`src/rtl/blocpu_pkg.sv`:
```
// Shared constants and types for the blocpu loader: command bytes, error codes
// and the frame parser state encoding.
package blocpu_pkg;
  localparam int CPU_WIDTH         = 8;
  localparam int INSTRUCTION_WIDTH = 12;
  localparam int ADDR_WIDTH        = 16;

  localparam logic [CPU_WIDTH-1:0] CMD_I  = 8'h49;
  localparam logic [CPU_WIDTH-1:0] CMD_D  = 8'h44;
  localparam logic [CPU_WIDTH-1:0] CMD_G  = 8'h47;
  localparam logic [CPU_WIDTH-1:0] CMD_R  = 8'h52;
  localparam logic [CPU_WIDTH-1:0] CHK_OK = 8'h00;

  typedef enum logic [1:0] {
    ERR_NONE     = 2'd0,
    ERR_BAD_CMD  = 2'd1,
    ERR_BUSY     = 2'd2,
    ERR_CHECKSUM = 2'd3
  } err_e;

  typedef enum logic [2:0] {
    ST_CMD, ST_ADDR_H, ST_ADDR_L, ST_COUNT, ST_DATA_HI, ST_DATA_LO, ST_CHECK, ST_GAP
  } state_e;

  function automatic logic is_cmd(input logic [CPU_WIDTH-1:0] b);
    return (b == CMD_I) || (b == CMD_D) || (b == CMD_G) || (b == CMD_R);
  endfunction
endpackage

```
`src/rtl/blocpu_loader_frame_chk.sv`:
```
// Running 8-bit frame sum; sum_ok tells whether the byte on data would close
// the frame with a zero total.
module blocpu_loader_frame_chk
  import blocpu_pkg::*;
(
  input  logic                 clock,
  input  logic                 reset,
  input  logic                 start,
  input  logic                 accept,
  input  logic [CPU_WIDTH-1:0] data,
  output logic                 sum_ok
);
  logic [CPU_WIDTH-1:0] sum;
  logic [CPU_WIDTH-1:0] total;

  always_ff @(posedge clock or posedge reset) begin
    if (reset) begin
      sum <= '0;
    end else if (accept) begin
      sum <= start ? data : sum + data;
    end
  end

  assign total  = sum + data;
  assign sum_ok = (total == CHK_OK);
endmodule

```
`src/rtl/blocpu_loader.sv`:
```
// Framed byte-stream loader for blocpu_core: writes instruction/data memory,
// then starts, stops and watches the core for halt.
module blocpu_loader
  import blocpu_pkg::*;
(
  input  logic                         clock,
  input  logic                         reset,
  input  logic [CPU_WIDTH-1:0]         in_data,
  input  logic                         in_valid,
  output logic                         in_ready,
  output logic                         imem_we,
  output logic [ADDR_WIDTH-1:0]        imem_addr,
  output logic [INSTRUCTION_WIDTH-1:0] imem_wdata,
  output logic                         dmem_we,
  output logic [ADDR_WIDTH-1:0]        dmem_addr,
  output logic [CPU_WIDTH-1:0]         dmem_wdata,
  input  logic                         core_halted,
  output logic                         core_run,
  output logic                         core_reset_req,
  output logic [ADDR_WIDTH-1:0]        core_start_ip,
  output logic                         frame_done,
  output logic                         frame_error,
  output logic [1:0]                   error_code
);
  // Handshake: a byte transfers on a rising edge where in_valid and in_ready
  // are both high; in_ready depends only on state and reset, never on in_valid.
  state_e                state;
  logic [CPU_WIDTH-1:0]  cmd;
  logic                  busy;
  logic [ADDR_WIDTH-1:0] addr;
  logic [8:0]            remaining;
  logic [3:0]            hi_nib;
  logic                  accept;
  logic                  sum_ok;

  assign in_ready = !reset && (state != ST_GAP);
  assign accept   = in_valid && in_ready;

  blocpu_loader_frame_chk u_frame_chk (
    .clock  (clock),
    .reset  (reset),
    .start  (state == ST_CMD),
    .accept (accept),
    .data   (in_data),
    .sum_ok (sum_ok)
  );

  always_ff @(posedge clock or posedge reset) begin
    if (reset) begin
      state          <= ST_CMD;
      cmd            <= '0;
      busy           <= 1'b0;
      addr           <= '0;
      remaining      <= '0;
      hi_nib         <= '0;
      imem_we        <= 1'b0;
      imem_addr      <= '0;
      imem_wdata     <= '0;
      dmem_we        <= 1'b0;
      dmem_addr      <= '0;
      dmem_wdata     <= '0;
      core_run       <= 1'b0;
      core_reset_req <= 1'b0;
      core_start_ip  <= '0;
      frame_done     <= 1'b0;
      frame_error    <= 1'b0;
      error_code     <= ERR_NONE;
    end else begin
      imem_we        <= 1'b0;
      dmem_we        <= 1'b0;
      core_reset_req <= 1'b0;
      frame_done     <= 1'b0;
      frame_error    <= 1'b0;

      // Halt drops run; a G completing in the same cycle overrides below.
      if (core_halted && core_run) core_run <= 1'b0;

      if (state == ST_GAP) begin
        state <= ST_CMD;
      end else if (accept) begin
        case (state)
          ST_CMD: begin
            if (is_cmd(in_data)) begin
              cmd   <= in_data;
              busy  <= core_run && (in_data != CMD_R);
              state <= (in_data == CMD_R) ? ST_CHECK : ST_ADDR_H;
            end else begin
              frame_error <= 1'b1;
              error_code  <= ERR_BAD_CMD;
            end
          end
          ST_ADDR_H: begin
            addr[15:8] <= in_data;
            state      <= ST_ADDR_L;
          end
          ST_ADDR_L: begin
            addr[7:0] <= in_data;
            state     <= (cmd == CMD_G) ? ST_CHECK : ST_COUNT;
          end
          ST_COUNT: begin
            // A count byte of zero means 256 words.
            remaining <= {(in_data == 8'd0), in_data};
            state     <= (cmd == CMD_I) ? ST_DATA_HI : ST_DATA_LO;
          end
          ST_DATA_HI: begin
            hi_nib <= in_data[3:0];
            state  <= ST_DATA_LO;
          end
          ST_DATA_LO: begin
            if (!busy) begin
              if (cmd == CMD_I) begin
                imem_we    <= 1'b1;
                imem_addr  <= addr;
                imem_wdata <= {hi_nib, in_data};
              end else begin
                dmem_we    <= 1'b1;
                dmem_addr  <= addr;
                dmem_wdata <= in_data;
              end
            end
            addr      <= addr + 16'd1;
            remaining <= remaining - 9'd1;
            if (remaining == 9'd1) state <= ST_CHECK;
            else                   state <= (cmd == CMD_I) ? ST_DATA_HI : ST_DATA_LO;
          end
          ST_CHECK: begin
            state <= ST_GAP;
            if (busy) begin
              frame_error <= 1'b1;
              error_code  <= ERR_BUSY;
            end else if (!sum_ok) begin
              frame_error <= 1'b1;
              error_code  <= ERR_CHECKSUM;
            end else begin
              frame_done <= 1'b1;
              error_code <= ERR_NONE;
              if (cmd == CMD_G) begin
                core_start_ip  <= addr;
                core_run       <= 1'b1;
                core_reset_req <= 1'b1;
              end else if (cmd == CMD_R) begin
                core_run       <= 1'b0;
                core_reset_req <= 1'b1;
              end
            end
          end
          default: state <= ST_CMD;
        endcase
      end
    end
  end
endmodule

```
`config.mk`:
```
export PLATFORM = sky130hd
export DESIGN_NAME = blocpu_loader
export DESIGN_NICKNAME = d
export VERILOG_FILES = /design/src/rtl/blocpu_pkg.sv /design/src/rtl/blocpu_loader_frame_chk.sv /design/src/rtl/blocpu_loader.sv
export SDC_FILE = /design/constraint.sdc
export NUM_CORES = 1
export LEC_CHECK = 0
export ABC_CLOCK_PERIOD_IN_PS = 6000
export CORE_MARGIN = 1.5
export CORE_UTILIZATION = 50
export DETAILED_ROUTE_END_ITERATION = 10
export PLACE_DENSITY = 0.76
export SLEW_MARGIN = 20
export SYNTH_ARGS = -nofsm -noshare
export SYNTH_HDL_FRONTEND = slang
export SYNTH_SLANG_ARGS = --single-unit
```
`constraint.sdc`:
```
create_clock -name clock -period 6 [get_ports clock]
set_input_delay 1.2 -clock clock [delete_from_list [all_inputs] [get_ports clock]]
set_output_delay 1.2 -clock clock [all_outputs]
set_load 0.005 [all_outputs]
```
# Yosys cells after proc, flatten, opt, wreduce, memory -nomap -nowiden
# Index checks and enable logic that the tools add are counted.
dict set report totals {
  regBits 125
  out_inout_bits 77
}
dict set report op_classes {
  addsub 3
  n_eq_ne 19
  muxes 52
  bitwise_logic 3
  n_reduce_logical 26
}
# op n
set ops {}
lappend ops {{== test 8 x 7 -> 1 bit (second input constant)} 7}
lappend ops {{two-way mux 1 bit} 36}
lappend ops {{one-hot mux 8 bit (2 select lines)} 2}
lappend ops {{one-hot mux 3 bit (7 select lines)} 1}
lappend ops {{one-hot mux 9 bit (2 select lines)} 1}
lappend ops {{adder 16 x 1 -> 16 bit (second input constant)} 1}
lappend ops {{logical NOT 8 bit} 2}
lappend ops {{two-way mux 3 bit} 5}
lappend ops {{== test 3 bit (second input constant)} 4}
lappend ops {{AND reduction 3 bit} 4}
lappend ops {{AND reduction 5 bit} 2}
lappend ops {{nonzero test 2 bit} 5}
lappend ops {{== test 9 x 1 -> 1 bit (second input constant)} 1}
lappend ops {{subtractor 9 x 1 -> 9 bit (second input constant)} 1}
lappend ops {{adder 8 bit} 1}
lappend ops {{two-way mux 2 bit} 4}
lappend ops {{two-way mux 8 bit} 1}
lappend ops {{!= test 8 x 7 -> 1 bit (second input constant)} 1}
lappend ops {{AND reduction 4 bit} 2}
lappend ops {{== test 3 x 2 -> 1 bit (second input constant)} 2}
lappend ops {{!= test 3 bit (second input constant)} 2}
lappend ops {{AND reduction 6 bit} 1}
lappend ops {{logical AND 1 bit} 4}
lappend ops {{one-hot mux 2 bit (2 select lines)} 1}
lappend ops {{other kinds (8)} 12}

# Depth between registers and ports, before layout
dict set report depth {
  ltp_word 9
  depth_mapped 11
  depth_no_buf 9
}

# Cells and area by module
# Synthesis repeated with hierarchy kept, for this count alone.
dict set report hier_totals {
  hier_cells 523
  area_unflattened_um2 6030.8
}
# mod instances cells_each area_per_inst_um2 seq_area_each_um2
set by_module_without_submodules {}
lappend by_module_without_submodules {blocpu_loader 1 447 5331.4 2927.8}
lappend by_module_without_submodules {blocpu_loader_frame_chk 1 76 699.4 200.2}

# Worst setup path after synthesis
# OpenSTA, ideal clock, no wires.
dict set report synth_timing {
  path_type {input-to-reg}
  startpoint {in reset}
  endpoint {reg dmem_addr[0]}
  setup_time_ns 0.125
  arrival_ns 5.618
  required_time_ns 5.875
  slack_ns 0.257
  cell_stages 5
  cell_sequence {inv_1 nand3_1 nor4_2 clkbuf_1 mux2_2}
}
dict set report synth_via {
  elab_chain_cells 4
}
# item line_no
set synth_lines {}
lappend synth_lines {{start, declared} blocpu_loader.sv:7} ;# input logic reset,
lappend synth_lines {{logical NOT 1 bit (no line)} n/a}
lappend synth_lines {{logical AND 1 bit} blocpu_loader.sv:36} ;# assign in_ready = !reset && (state != ST_GAP);
lappend synth_lines {{logical AND 1 bit} blocpu_loader.sv:37} ;# assign accept = in_valid && in_ready;
lappend synth_lines {{AND reduction 5 bit (no line)} n/a}
lappend synth_lines {{end signal, assigned} blocpu_loader.sv:117} ;# dmem_addr <= addr;
lappend synth_lines {{end, declared} blocpu_loader.sv:15} ;# output logic [ADDR_WIDTH-1:0] dmem_addr,
# Every way passes these cells.
# A chain may end at the register's enable or synchronous reset.

# Worst setup path in the final report
dict set report layout_timing {
  startpoint {in in_data[0]}
  endpoint {reg core_start_ip[2]}
}
dict set report layout_via {
  elab_chain_cells 3
}
# item line_no
set layout_lines {}
lappend layout_lines {{start, declared} blocpu_loader.sv:8} ;# input logic [CPU_WIDTH-1:0] in_data,
lappend layout_lines {{adder 8 bit} blocpu_loader_frame_chk.sv:24} ;# assign total = sum + data;
lappend layout_lines {{logical NOT 8 bit} blocpu_loader_frame_chk.sv:25} ;# assign sum_ok = (total == CHK_OK);
lappend layout_lines {{AND reduction 6 bit (no line)} n/a}
lappend layout_lines {{end signal, assigned} blocpu_loader.sv:138} ;# core_start_ip <= addr;
lappend layout_lines {{end, declared} blocpu_loader.sv:20} ;# output logic [ADDR_WIDTH-1:0] core_start_ip,
# Every way passes these cells.

==> flow_metrics.tcl <==
set metrics [dict create \
    outcome "finished clean" \
    grt_max_degree 73 \
    max-vdd-ir-drop_v 0.000257 \
    gp_congestion 0.866 \
    yosysWarnings 0 \
    post_cts_resized 0 \
    area_delta_synth_final_pct 25.7 \
    synth_cells 547 \
    p_leak_nw 3.40 \
    fin_nets 648 \
    layout_setup_ws_ps 1630 \
    dieHeight_um 113 \
    cts_tree "done" \
    grt_pass1_wl_um 24200 \
    clkLatencyLatePin_ps 430 \
    met1_length_um 6150 \
    routed_via_density 5.94 \
    core_area_mm2 0.0116 \
    detailed_place_hpwl_um 9910 \
    wl_met3_um 995 \
    fin_setup_tns_ps 0 \
    maxSlewHeadroom 0.233 \
    min_period_ps 4370 \
    routed.top_layer "met4" \
    arrival_ps 4670 \
    synth_ff_type "dfrtp_1" \
    ys_seq_area_frac 0.521 \
    worstPathMaxFanout 17 \
    globalRouteTotalUtil 0.248 \
    wl_met2_um 7230 \
    rows 39 \
    p_clk_frac 0.320 \
    finalClockSkew_ps 7.28 \
    grt_pass1_vias 4678 \
    drc 0 \
    clk_pin_slew_worst_paths_ps 60 \
    vias 4636 \
    numPortBuffers 88 \
    p_comb_frac 0.282 \
    async_reset_ff_frac 1.00 \
    intPower_mw 2.16 \
    routed_wl_um 14700 \
    required_ps 6310 \
    grt-ovfl-total 0 \
    maxCapViolations 0 \
    synth_area_mm2 0.00600 \
    endpoint_kind "flip-flop" \
    drt-pass1-iter-count 5 \
    setup_viol 0 \
    clock_path_buffers 2 \
    start_util 0.519 \
    die_w_um 113 \
    syn_nets 570 \
    slew_violations 0 \
    power_switching_mw 1.06 \
    hp-class "flip-flop to flip-flop" \
    postRouteAntennaNets 0 \
    hold_buffers 0 \
    synthesis.area_per_instance_um2 11.0 \
    postCtsSetupBuffers 0 \
    crit_type "input pin to flip-flop" \
    p_sw_frac 0.329 \
    rsz0062_at_grt "false" \
    routedWlPerCell_um 18.8 \
    power_frac_seq 0.398 \
    yosys.cell_types.count 59 \
    drtIter0Drc 365 \
    io_pins 89 \
    cts_htree_levels 4 \
    root_buffer "clkbuf_16" \
    synth-seq-cells 125 \
    post-route-period-util 0.728 \
    diodes 0 \
    tightest_slew_ps 1150 \
    synth_edf_count 0 \
    crit_path_start_kind "input pin" \
    hold_viol_final 0 \
    die-area_mm2 0.0127 \
    drive_above_1_share 0.187 \
    dp_slack_ps 1280 \
    clock-sinks 125 \
    antenna_found_initial 0 \
    numCtsBuffers 17 \
    p_per_area_mw_per_mm2 427 \
    fmax_mhz 229 \
]
==> state kept, by name, summed over array words and instances (netlist names) <==
register         flops
frame_error          1
busy                 1
cmd                  8
core_run             1
core_reset_req       1
dmem_wdata           8
dmem_we              1
imem_addr           16
addr                16
dmem_addr           16
state                3
error_code           2
imem_wdata          12
remaining            9
frame_done           1
core_start_ip       16
u_frame_chk.sum      8
imem_we              1
hi_nib               4
==> Yosys cell counts (all sizes together), types with 3 or more instances <==
cell / number / area (um2)
nor3: 9 / 45.0
nand3b: 3 / 22.5
nand2: 46 / 173
mux2: 75 / 878
and2: 5 / 31.3
clkbuf: 29 / 110
nor2b: 4 / 25.0
o22ai: 3 / 18.8
nand2b: 10 / 62.6
nor3b: 4 / 30.0
nand3: 13 / 65.1
nor4: 9 / 62.6
a21oi: 22 / 110
xor2: 4 / 35.0
a22o: 3 / 26.3
and3: 9 / 56.3
o21ai: 36 / 180
ha: 10 / 125
dfrtp: 125 / 3130
a31oi: 17 / 106
o22a: 6 / 52.6
or3: 6 / 42.5
nor2: 38 / 143
o31ai: 4 / 30.0
buf: 5 / 46.3
inv: 14 / 52.6
==> worst max-delay path, stage by stage <==
cell             delay (ps)
clkdlybuf4s50_1         740
ha_1                    260
inv_1                    60
fa_1                    400
or2b_1                  270
a21oi_1                 180
xor2_1                  140
or3_4                   370
or4_4                   690
mux2_4                  360
==> area by class of cell <==
| type | instances | area [um2] |
|---|---|---|
| inverter | 14 | 55.1 |
| clock inverter | 12 | 146 |
| tap | 143 | 179 |
| sequential | 125 | 3130 |
| clock buffer | 19 | 443 |
| multi-input combinational | 374 | 2680 |
| timing repair buffer | 93 | 918 |
| fill | 928 | 4020 |
==> path summary, 6_finish.rpt <==
kind	endpoint	slack [ps]	from	cells after the start
max	core_start_ip[2]$_DFFE_PP0P_	1630	in_data[0]	10
min	cmd[5]$_DFFE_PP0P_	490	cmd[5]$_DFFE_PP0P_	1
max reg2reg	imem_addr[1]$_DFFE_PP0P_	2450	state[2]$_DFFE_PP0P_	5
min reg2reg	cmd[5]$_DFFE_PP0P_	490	cmd[5]$_DFFE_PP0P_	1
max in group asynchronous	state[2]$_DFFE_PP0P_	3340	reset	3
min in group asynchronous	frame_error$_DFF_PP0_	1290	reset	2
==> power groups by stage <==
stage / registers, mW / clock network [mW] / logic [mW]
after detailed placement: 1.29 / 0 / 0.898
after global placement: 1.28 / 0 / 0.875
after CTS: 1.28 / 1.04 / 0.909
final: 1.28 / 1.03 / 0.910
after global routing: 1.32 / 1.09 / 1.01
after floorplan: 1.20 / 0 / 0.634
==> per-stage QoR <==
stage / std cells / cell area (um2) / util / hold slack (ps) / total power, mW
floorplan: 547 / 6000 / - / 444 / 1.84
global placement: 749 / 6960 / 0.602 / 464 / 2.15
detailed placement: 749 / 6960 / 0.602 / 474 / 2.19
CTS: 780 / 7550 / 0.652 / 493 / 3.23
global route: 780 / 7550 / 0.652 / 528 / 3.42
finish: 780 / 7550 / 0.652 / 490 / 3.23
==> layout by cell type (no fill, tap or decap), types with 5 or more instances in the layout <==
master / instances
and3_1: 9
mux2_2: 66
a31oi_1: 17
ha_1: 10
or3_1: 5
clkdlybuf4s50_1: 88
nand3_1: 13
a21oi_1: 22
nor2_1: 38
nor3_1: 9
buf_4: 5
mux2_4: 9
nand2b_1: 10
nand2_1: 46
clkinv_2: 5
dfrtp_1: 125
clkbuf_16: 17
nor4_1: 8
o22a_1: 6
o21ai_0: 36
and2_1: 5
inv_1: 13
==> cell families after synthesis <==
| kind of cell | Yosys count | synth area share |
|---|---|---|
| mux | 76 | 0.148 |
| buf+inv | 48 | 0.0348 |
| xor+xnor | 6 | 0.00875 |
| fa+ha+maj | 11 | 0.0242 |
| flops | 125 | 0.521 |
| compound gates | 113 | 0.120 |
| simple gates | 168 | 0.143 |
==> routing by layer <==
metal / vias up / global-route usage
met5: - / 0
li1: 2126 / -
met1: 2314 / 0.319
met3: 26 / 0.0745
met4: 0 / 0.112
met2: 170 / 0.390
No activity file was read; power rests on OpenSTA's default activity.
